## src/rtl/seg7_if.sv

```systemverilog
// Segment-bus bundle between a 7-segment pattern source and the reader that decodes it.
// The master side drives CE/SEG_IN; the slave side returns the decoded digit and status.
interface seg7_if #(
    parameter int CNT_W = 8
);
    logic             CE;
    logic [7:0]       SEG_IN;
    logic [3:0]       DIGIT;
    logic             DP;
    logic             BLANK;
    logic             VALID;
    logic             ERR;
    logic [CNT_W-1:0] DEC_CNT;

    modport master (
        output CE, SEG_IN,
        input  DIGIT, DP, BLANK, VALID, ERR, DEC_CNT
    );

    modport slave (
        input  CE, SEG_IN,
        output DIGIT, DP, BLANK, VALID, ERR, DEC_CNT
    );
endinterface

```

## src/rtl/seg7_reader.sv

```systemverilog
// Decodes a Dgfedcba segment pattern back to a hex digit once it has been stable for
// STABLE_CYCLES enabled samples; flags illegal glyphs and counts good decodes.
module seg7_reader #(
    parameter int STABLE_CYCLES = 4,
    parameter int CNT_W         = 8
) (
    input  logic  C,
    input  logic  CLR,
    seg7_if.slave bus
);
    localparam logic [7:0] RUN_MAX = 8'(STABLE_CYCLES - 1);

    typedef enum logic [1:0] {IDLE, SETTLE, LOCKED} state_t;

    state_t           state, state_nx;
    logic [7:0]       samp, run, run_nx;
    logic             match, accept;
    logic [4:0]       dec;
    logic [3:0]       digit_q;
    logic             dp_q, blank_q, valid_q, err_q;
    logic [CNT_W-1:0] cnt_q;

    // Returns {legal, digit}; 7'h00 is reported as not legal and handled as blank.
    function automatic logic [4:0] decode(input logic [6:0] g);
        case (g)
            7'h3F: decode = {1'b1, 4'h0};
            7'h06: decode = {1'b1, 4'h1};
            7'h5B: decode = {1'b1, 4'h2};
            7'h4F: decode = {1'b1, 4'h3};
            7'h66: decode = {1'b1, 4'h4};
            7'h6D: decode = {1'b1, 4'h5};
            7'h7D: decode = {1'b1, 4'h6};
            7'h07: decode = {1'b1, 4'h7};
            7'h7F: decode = {1'b1, 4'h8};
            7'h6F: decode = {1'b1, 4'h9};
            7'h77: decode = {1'b1, 4'hA};
            7'h7C: decode = {1'b1, 4'hB};
            7'h39: decode = {1'b1, 4'hC};
            7'h5E: decode = {1'b1, 4'hD};
            7'h79: decode = {1'b1, 4'hE};
            7'h71: decode = {1'b1, 4'hF};
            default: decode = {1'b0, 4'h0};
        endcase
    endfunction

    assign dec = decode(bus.SEG_IN[6:0]);

    // The run counter saturates so a long stable input never wraps into a fresh accept.
    always_comb begin
        match  = (bus.SEG_IN == samp);
        run_nx = '0;
        if (match)
            run_nx = (run == RUN_MAX) ? run : run + 8'd1;
    end

    always_ff @(posedge C or posedge CLR) begin
        if (CLR)
            state <= IDLE;
        else
            state <= state_nx;
    end

    // NOTE: every output of a combinational block gets a default first, otherwise an
    // unassigned path infers a latch.
    always_comb begin
        state_nx = state;
        accept   = 1'b0;
        if (bus.CE) begin
            case (state)
                IDLE:   state_nx = SETTLE;
                SETTLE: if (match && run_nx == RUN_MAX) begin
                    state_nx = LOCKED;
                    accept   = 1'b1;
                end
                LOCKED: if (!match) state_nx = SETTLE;
                default: state_nx = IDLE;
            endcase
        end
    end

    // NOTE: state registers use non-blocking assignments so every flop samples the
    // pre-edge values regardless of statement order.
    always_ff @(posedge C or posedge CLR) begin
        if (CLR) begin
            samp    <= '0;
            run     <= '0;
            digit_q <= '0;
            dp_q    <= 1'b0;
            blank_q <= 1'b1;
            valid_q <= 1'b0;
            err_q   <= 1'b0;
            cnt_q   <= '0;
        end else begin
            valid_q <= accept;
            if (bus.CE) begin
                samp <= bus.SEG_IN;
                run  <= run_nx;
            end
            if (accept) begin
                dp_q <= bus.SEG_IN[7];
                if (bus.SEG_IN[6:0] == 7'h00) begin
                    blank_q <= 1'b1;
                    err_q   <= 1'b0;
                end else if (dec[4]) begin
                    digit_q <= dec[3:0];
                    blank_q <= 1'b0;
                    err_q   <= 1'b0;
                    cnt_q   <= cnt_q + CNT_W'(1);
                end else begin
                    blank_q <= 1'b0;
                    err_q   <= 1'b1;
                end
            end
        end
    end

    assign bus.DIGIT   = digit_q;
    assign bus.DP      = dp_q;
    assign bus.BLANK   = blank_q;
    assign bus.VALID   = valid_q;
    assign bus.ERR     = err_q;
    assign bus.DEC_CNT = cnt_q;
endmodule

```

## src/flat_wrapper.sv

```systemverilog
// flat-port wrapper written by rule: the top's interface ports become plain ports
module seg7_reader_flat 
#(
    parameter int STABLE_CYCLES = 4,
    parameter int CNT_W         = 8
)
  (C, CLR, bus_CE, bus_SEG_IN, bus_DIGIT, bus_DP, bus_BLANK, bus_VALID, bus_ERR, bus_DEC_CNT);
  seg7_if #(.CNT_W(CNT_W)) bus_i ();
  input  logic C;
  input  logic CLR;
  input wire logic [$bits(bus_i.CE)-1:0] bus_CE;
  input wire logic [$bits(bus_i.SEG_IN)-1:0] bus_SEG_IN;
  output wire logic [$bits(bus_i.DIGIT)-1:0] bus_DIGIT;
  output wire logic [$bits(bus_i.DP)-1:0] bus_DP;
  output wire logic [$bits(bus_i.BLANK)-1:0] bus_BLANK;
  output wire logic [$bits(bus_i.VALID)-1:0] bus_VALID;
  output wire logic [$bits(bus_i.ERR)-1:0] bus_ERR;
  output wire logic [$bits(bus_i.DEC_CNT)-1:0] bus_DEC_CNT;
  assign bus_i.CE = bus_CE;
  assign bus_i.SEG_IN = bus_SEG_IN;
  assign bus_DIGIT = bus_i.DIGIT;
  assign bus_DP = bus_i.DP;
  assign bus_BLANK = bus_i.BLANK;
  assign bus_VALID = bus_i.VALID;
  assign bus_ERR = bus_i.ERR;
  assign bus_DEC_CNT = bus_i.DEC_CNT;
  seg7_reader #(.STABLE_CYCLES(STABLE_CYCLES), .CNT_W(CNT_W)) u_core (.C(C), .CLR(CLR), .bus(bus_i));
endmodule
```

## config.mk

```make
export PLATFORM = sky130hd
export DESIGN_NAME = seg7_reader_flat
export DESIGN_NICKNAME = d
export VERILOG_FILES = /design/src/rtl/seg7_if.sv /design/src/rtl/seg7_reader.sv /design/src/flat_wrapper.sv
export SDC_FILE = /design/constraint.sdc
export NUM_CORES = 1
export LEC_CHECK = 0
export ABC_AREA = 1
export CORE_ASPECT_RATIO = 1.1
export CORE_MARGIN = 2
export CORE_UTILIZATION = 50
export DETAILED_ROUTE_END_ITERATION = 6
export PLACE_DENSITY_LB_ADDON = 0.12
export SLEW_MARGIN = 10
export SYNTH_ARGS = -nofsm -noshare
export SYNTH_HDL_FRONTEND = slang
export SYNTH_SLANG_ARGS = --single-unit
```

## constraint.sdc

```tcl
create_clock -name C -period 1.82 [get_ports C]
set_clock_uncertainty 0.1 [all_clocks]
set_input_delay 0.182 -clock C [delete_from_list [all_inputs] [get_ports C]]
set_output_delay 0.182 -clock C [all_outputs]
set_load 0.05 [all_outputs]
```

; Yosys cells after proc, flatten, opt, wreduce, memory -nomap -nowiden
; Cells that the tools add are included.
[totals]
ff_bits = 34
inputBits = 11
output_inout_bits = 16
word_cells = 52
[classes]
n_addsub = 2
eq_ne = 23
n_mux = 12
bitwise_logic = 1
reduce_logical = 5
[op_table]
columns = operator, n
row1 = $eq 7x7->1 const B, 12
row2 = $pmux 5 s16, 1
row3 = $add 8x1->8 const B, 2
row4 = $eq 8x2->1 const B, 2
row5 = $mux 8, 2
row6 = $eq 7x3->1 const B, 2
row7 = $eq 7x6->1 const B, 2
row8 = $eq 8x8->1, 1
row9 = $logic_not 7->1, 1
row10 = $mux 1, 6
row11 = $pmux 2 s3, 1
row12 = $reduce_and 3->1, 2
row13 = $mux 2, 2
row14 = $eq 2x1->1 const B, 1
row15 = $eq 2x2->1 const B, 1
row16 = $logic_not 2->1, 1
row17 = $ne 2x1->1 const B, 1
row18 = $ne 2x2->1 const B, 1
row19 = $logic_and 1x1->1, 1
row20 = $not 1->1, 1

; Logic depth before layout (Yosys ltp)
[logic_depth]
ltp_word = 9
mapped_depth = 16
mapped_depth_nobuf = 15

; Worst setup path before layout
; OpenSTA, ideal clock, no wires.
[synth_timing]
path_type = flip-flop to flip-flop
startpoint = reg u_core.run[0]
endpoint = reg u_core.state[1]
setup_time_ps = 117
arrival_ps = 1654
required_time_ps = 1603
slack_ps = -51
stages_incl_launch_ff = 13
n_path_buf = 0
period_less_slack_ps = 1871
path_cell_list = dfrtp_1 > ha_1 > nand3_1 > nor2_1 > nor2_1 > nand3_1 > nand2_1 > nor2_4 > nand2_4 > nand2_2 > nand3_2 > nand2_1 > nand2_1
[synth_between]
elab_chain_cells = 7
word_cells_on_any_way = 8
cone_classes = add/sub: 1 / eq/ne: 3 / mux: 2 / reduce/logical: 2
[synth_rtl]
columns = element, line_no
row1 = from (decl), seg7_reader.sv:16  ; logic [7:0] samp, run, run_nx;
row2 = from (signal assigned), seg7_reader.sv:97  ; run <= run_nx;
row3 = $add 8x1->8 / $eq 8x2->1 (equally long branches), seg7_reader.sv:53  ; run_nx = (run == RUN_MAX) ? run : run + 8'd1;
row4 = $mux 8 *, seg7_reader.sv:53
row5 = $mux 8 *, seg7_reader.sv:52  ; if (match)
row6 = $eq 8x2->1 *, seg7_reader.sv:71  ; SETTLE: if (match && run_nx == RUN_MAX) begin
row7 = $logic_and 1x1->1 *, seg7_reader.sv:71
row8 = $ne 2x1->1 (no source line) *, -
row9 = $reduce_and 3->1 (no source line) *, -
row10 = to (signal assigned), seg7_reader.sv:60  ; state <= state_nx;
row11 = to (decl), seg7_reader.sv:15  ; state_t state, state_nx;
; Every way passes the cells marked *; elsewhere a longest branch is shown, timed or not.
; A chain may end at the register's enable or synchronous reset.

; Final worst setup path
[layout_timing]
startpoint = reg u_core.run[0]
endpoint = reg u_core.cnt_q[5], in the netlist u_core.bus.DEC_CNT[5]
[layout_between]
elab_chain_cells = 9
word_cells_on_any_way = 10
cone_classes = add/sub: 1 / eq/ne: 2 / mux: 5 / reduce/logical: 2
[layout_rtl]
columns = element, line_no
row1 = $add 8x1->8 / $eq 8x2->1 (equally long branches), seg7_reader.sv:53
row2 = $mux 8 *, seg7_reader.sv:53
row3 = $mux 8 *, seg7_reader.sv:52
row4 = $eq 8x2->1 *, seg7_reader.sv:71
row5 = $logic_and 1x1->1 *, seg7_reader.sv:71
row6 = $mux 1 *, seg7_reader.sv:71
row7 = $mux 1 *, seg7_reader.sv:69  ; case (state)
row8 = $mux 1 *, seg7_reader.sv:68  ; if (bus.CE) begin
row9 = $reduce_and 3->1 (no source line) *, -
row10 = to (signal assigned), seg7_reader.sv:108  ; cnt_q <= cnt_q + CNT_W'(1);
row11 = to (decl), seg7_reader.sv:21  ; logic [CNT_W-1:0] cnt_q;
; Marks and branches as above.

==> metrics.txt <==
diode count 0; CTS Hold Bufs 0; GRT overflow 0; Pre-antenna DRT Iters 4; antenna violations before repair 0; 1st-iter DRT viols 134; Area Growth Syn to Fin 36.4%; WL per Instance 12.4 um; clock latency on the worst-skew pair 0.29 ns; VDD IR max 0.524 mV; Synth Instances 369; layout cell share with drive strength beyond 1 0.315; worst path bufs/invs 0; design area 3400 sq um; PwrDens 539 nW/um^2; routability cong. between 0.8 and 0.9; Synth Cell Area between 2000 and 2500 sq um; CTS buffer count 5; post-DP HPWL 4550 um; top achievable clock speed approximately 520 MHz; Setup violations, final 17; post-route minimum period 1.94 ns; Worst EP arrival 2.02 ns; number of synthesized register bits 34; Hold Crit Class input pin to asynchronous set/reset pin; Seq/Total Area, Yosys 0.342; final slew viol count 0; die area approximately 5600 sq um; crit-path max FO 6; hold slack 0.201 ns; Site Rows 26; number of global-route vias before repair 2477; Syn Area/Cell 6.76 sq um; Die X 71.4 um; Final period util 1.07; detailed-route wire length 6270 um; failing checks setup timing; Placement Cell Area 3110 sq um; maxcap violations 0; synth unique cells 29; CP max stage delay approximately 0.40 ns; Finished Layout Cells 504; Pwr Total 0.00183 W; die span in y 78.1 um; initial core utilization 0.529; Via density 5.05; Root Driver clkbuf_8; status finished with violations; Crit Path Class flop to flop; Clock transition at path regs about 0.070 ns; I/O Pins 27; vias after detailed routing 2546; CP endpoint kind flop; FF+latch area 855 sq um; first-pass GRT wire length around 11000 um; critical path's slowest cell dfrtp_1; syn_nets between 300 and 400; Slew headroom 0.660; # port buffers 26; post-route ant nets 0; area of the multi-input gates approximately 1500 sq um; Top delay family on crit path simple AND/OR/NAND/NOR gates; LEAKAGE 1.77 nW; Startpoint Class flop; Max clock buf depth 2; critical path, cell by cell ha_4 > nand2_2 > nor2_2 > nand2_2 > nand2_1 > nand2_2 > nor2_4 > nand3_2 > nor2_4 > nand4_4 > nand2_1 > nand2_1; Final Worst Setup Slack -0.118 ns; nets 460; Yosys warning count 0; core area 4720 sq um; Fill cells ~380; DP Cell Count 489; clock sinks 34; Worst EP required between 1.5 and 2 ns; H-tree depth 2; RSZ-0062 raised after global routing true; Hold Vio Cnt, Final 0; largest net degree at the start of global routing 35; GRT Total Usage 0.241; CTS tree built; slew at the pin with the worst max-slew slack slightly above 0.5 ns; post-place setup slack -0.550 ns; # DRC 0
## state kept, by name (all words and copies together), names as in the netlist
signal / count
u_core.bus.BLANK: 1
u_core.bus.DEC_CNT: 8
u_core.bus.DIGIT: 4
u_core.bus.DP: 1
u_core.bus.ERR: 1
u_core.bus.VALID: 1
u_core.run: 8
u_core.samp: 8
u_core.state: 2
## layout by cell type, fill, tap and decap left out, drive strengths merged
cell type / n
o21ai: 24
dlygate4sd2: 8
inv: 56
clkbuf: 5
ha: 2
nor2: 38
xnor2: 5
nand3: 32
dfrtp: 33
nand2: 133
xor2: 5
bufinv: 1
nor4: 1
nand4: 21
clkdlybuf4s50: 9
clkinv: 2
nor3: 6
dfstp: 1
buf: 63
o22ai: 3
## path summary, 6_finish.rpt
| check | from | to | slack (ns) | cells past startpoint |
|---|---|---|---|---|
| max | u_core.run[0]$_DFFE_PP0P_ | u_core.bus.DEC_CNT[5]$_DFFE_PP0P_ | -0.12 | 12 |
| max in group asynchronous | CLR | u_core.bus.BLANK$_DFFE_PP1P_ | 1.08 | 3 |
| min in group C | bus_SEG_IN[7] | u_core.samp[7]$_DFFE_PP0P_ | 0.22 | 3 |
| max reg2reg | u_core.run[0]$_DFFE_PP0P_ | u_core.bus.DEC_CNT[5]$_DFFE_PP0P_ | -0.12 | 12 |
| min reg2reg | u_core.bus.DIGIT[3]$_DFFE_PP0P_ | u_core.bus.DIGIT[3]$_DFFE_PP0P_ | 0.38 | 2 |
| min | CLR | u_core.bus.DEC_CNT[4]$_DFFE_PP0P_ | 0.20 | 3 |
## repair_timing
item                                    in CTS  in global routing
pin swaps                                   17                 21
endpoints found under the setup margin      18                 19
endpoints found under the hold margin        0                  0
resized for setup                           35                 13
setup buffers                                5                  2
## stage by stage
step | TNS [ns] | util
finish | -1.21 | 0.721
CTS | -0.598 | 0.711
detailed placement | -9.51 | 0.659
global route | -3.64 | 0.721
global placement | -8.65 | 0.659
floorplan | 0 | -
## worst register-to-register path, cell delays in order (launching register included)
cell and delay (ns):
dfrtp_1 0.40, ha_4 0.19, nand2_2 0.06, nor2_2 0.10, nand2_2 0.11, nand2_1 0.10
nand2_2 0.06, nor2_4 0.16, nand3_2 0.10, nor2_4 0.15, nand4_4 0.13, nand2_1 0.11
nand2_1 0.06
## area by class of cell
type                            count  share of cell area
Multi-Input combinational cell    270               0.446
Sequential cell                    34               0.251
Clock buffer                        5              0.0202
Timing Repair Buffer               80               0.188
Tap cell                           56              0.0206
Clock inverter                      3              0.0118
Inverter                           56              0.0618
## cell usage after synthesis
master    number  share of area
buf_1          1         0.0015
buf_2          2         0.0040
buf_4          3         0.0090
buf_6          1         0.0045
clkbuf_1       2         0.0030
dfrtp_1       33           0.33
dfstp_2        1          0.011
ha_1           2          0.010
inv_1         44          0.066
inv_2         12          0.018
nand2_1      124           0.19
nand2_2        7          0.018
nand2_4        2         0.0090
nand3_1       27          0.054
nand3_2        3          0.012
nand3_4        2          0.014
nand4_1       20          0.050
nand4_2        1         0.0050
nor2_1        28          0.042
nor2_2         3         0.0075
nor2_4         5          0.023
nor2_8         2          0.016
nor3_1         6          0.012
nor4_1         1         0.0025
o21ai_0       16          0.032
o21ai_1        8          0.016
o22ai_1        3         0.0075
xnor2_1        5          0.018
xor2_1         5          0.018
## power breakdown
part           leakage (nW)  total, W  internal (W)  switching (W)
registers             0.436  0.000800      0.000783      0.0000165
logic                  1.27  0.000349      0.000118       0.000230
clock network        0.0579  0.000685      0.000403       0.000282
total                  1.77   0.00183       0.00130       0.000529
## cell families (layout without fill, tap and decap cells)
group	Yosys count	count (layout)	synth area share
fa+ha+maj	2	2	0.0100
buf+inv	65	144	0.106
flops	34	34	0.342
compound gates	27	27	0.0557
xor+xnor	10	10	0.0351
simple gates	231	231	0.451
## per-layer routing
| layer | part of all wire | global-route usage |
|---|---|---|
| met1 | 0.44 | 0.303 |
| met2 | 0.52 | 0.430 |
| met3 | 0.026 | 0.0321 |
| met4 | 0.012 | 0.0642 |
| met5 | 0 | 0 |
Note: power is estimated with default switching activity, not from simulation.
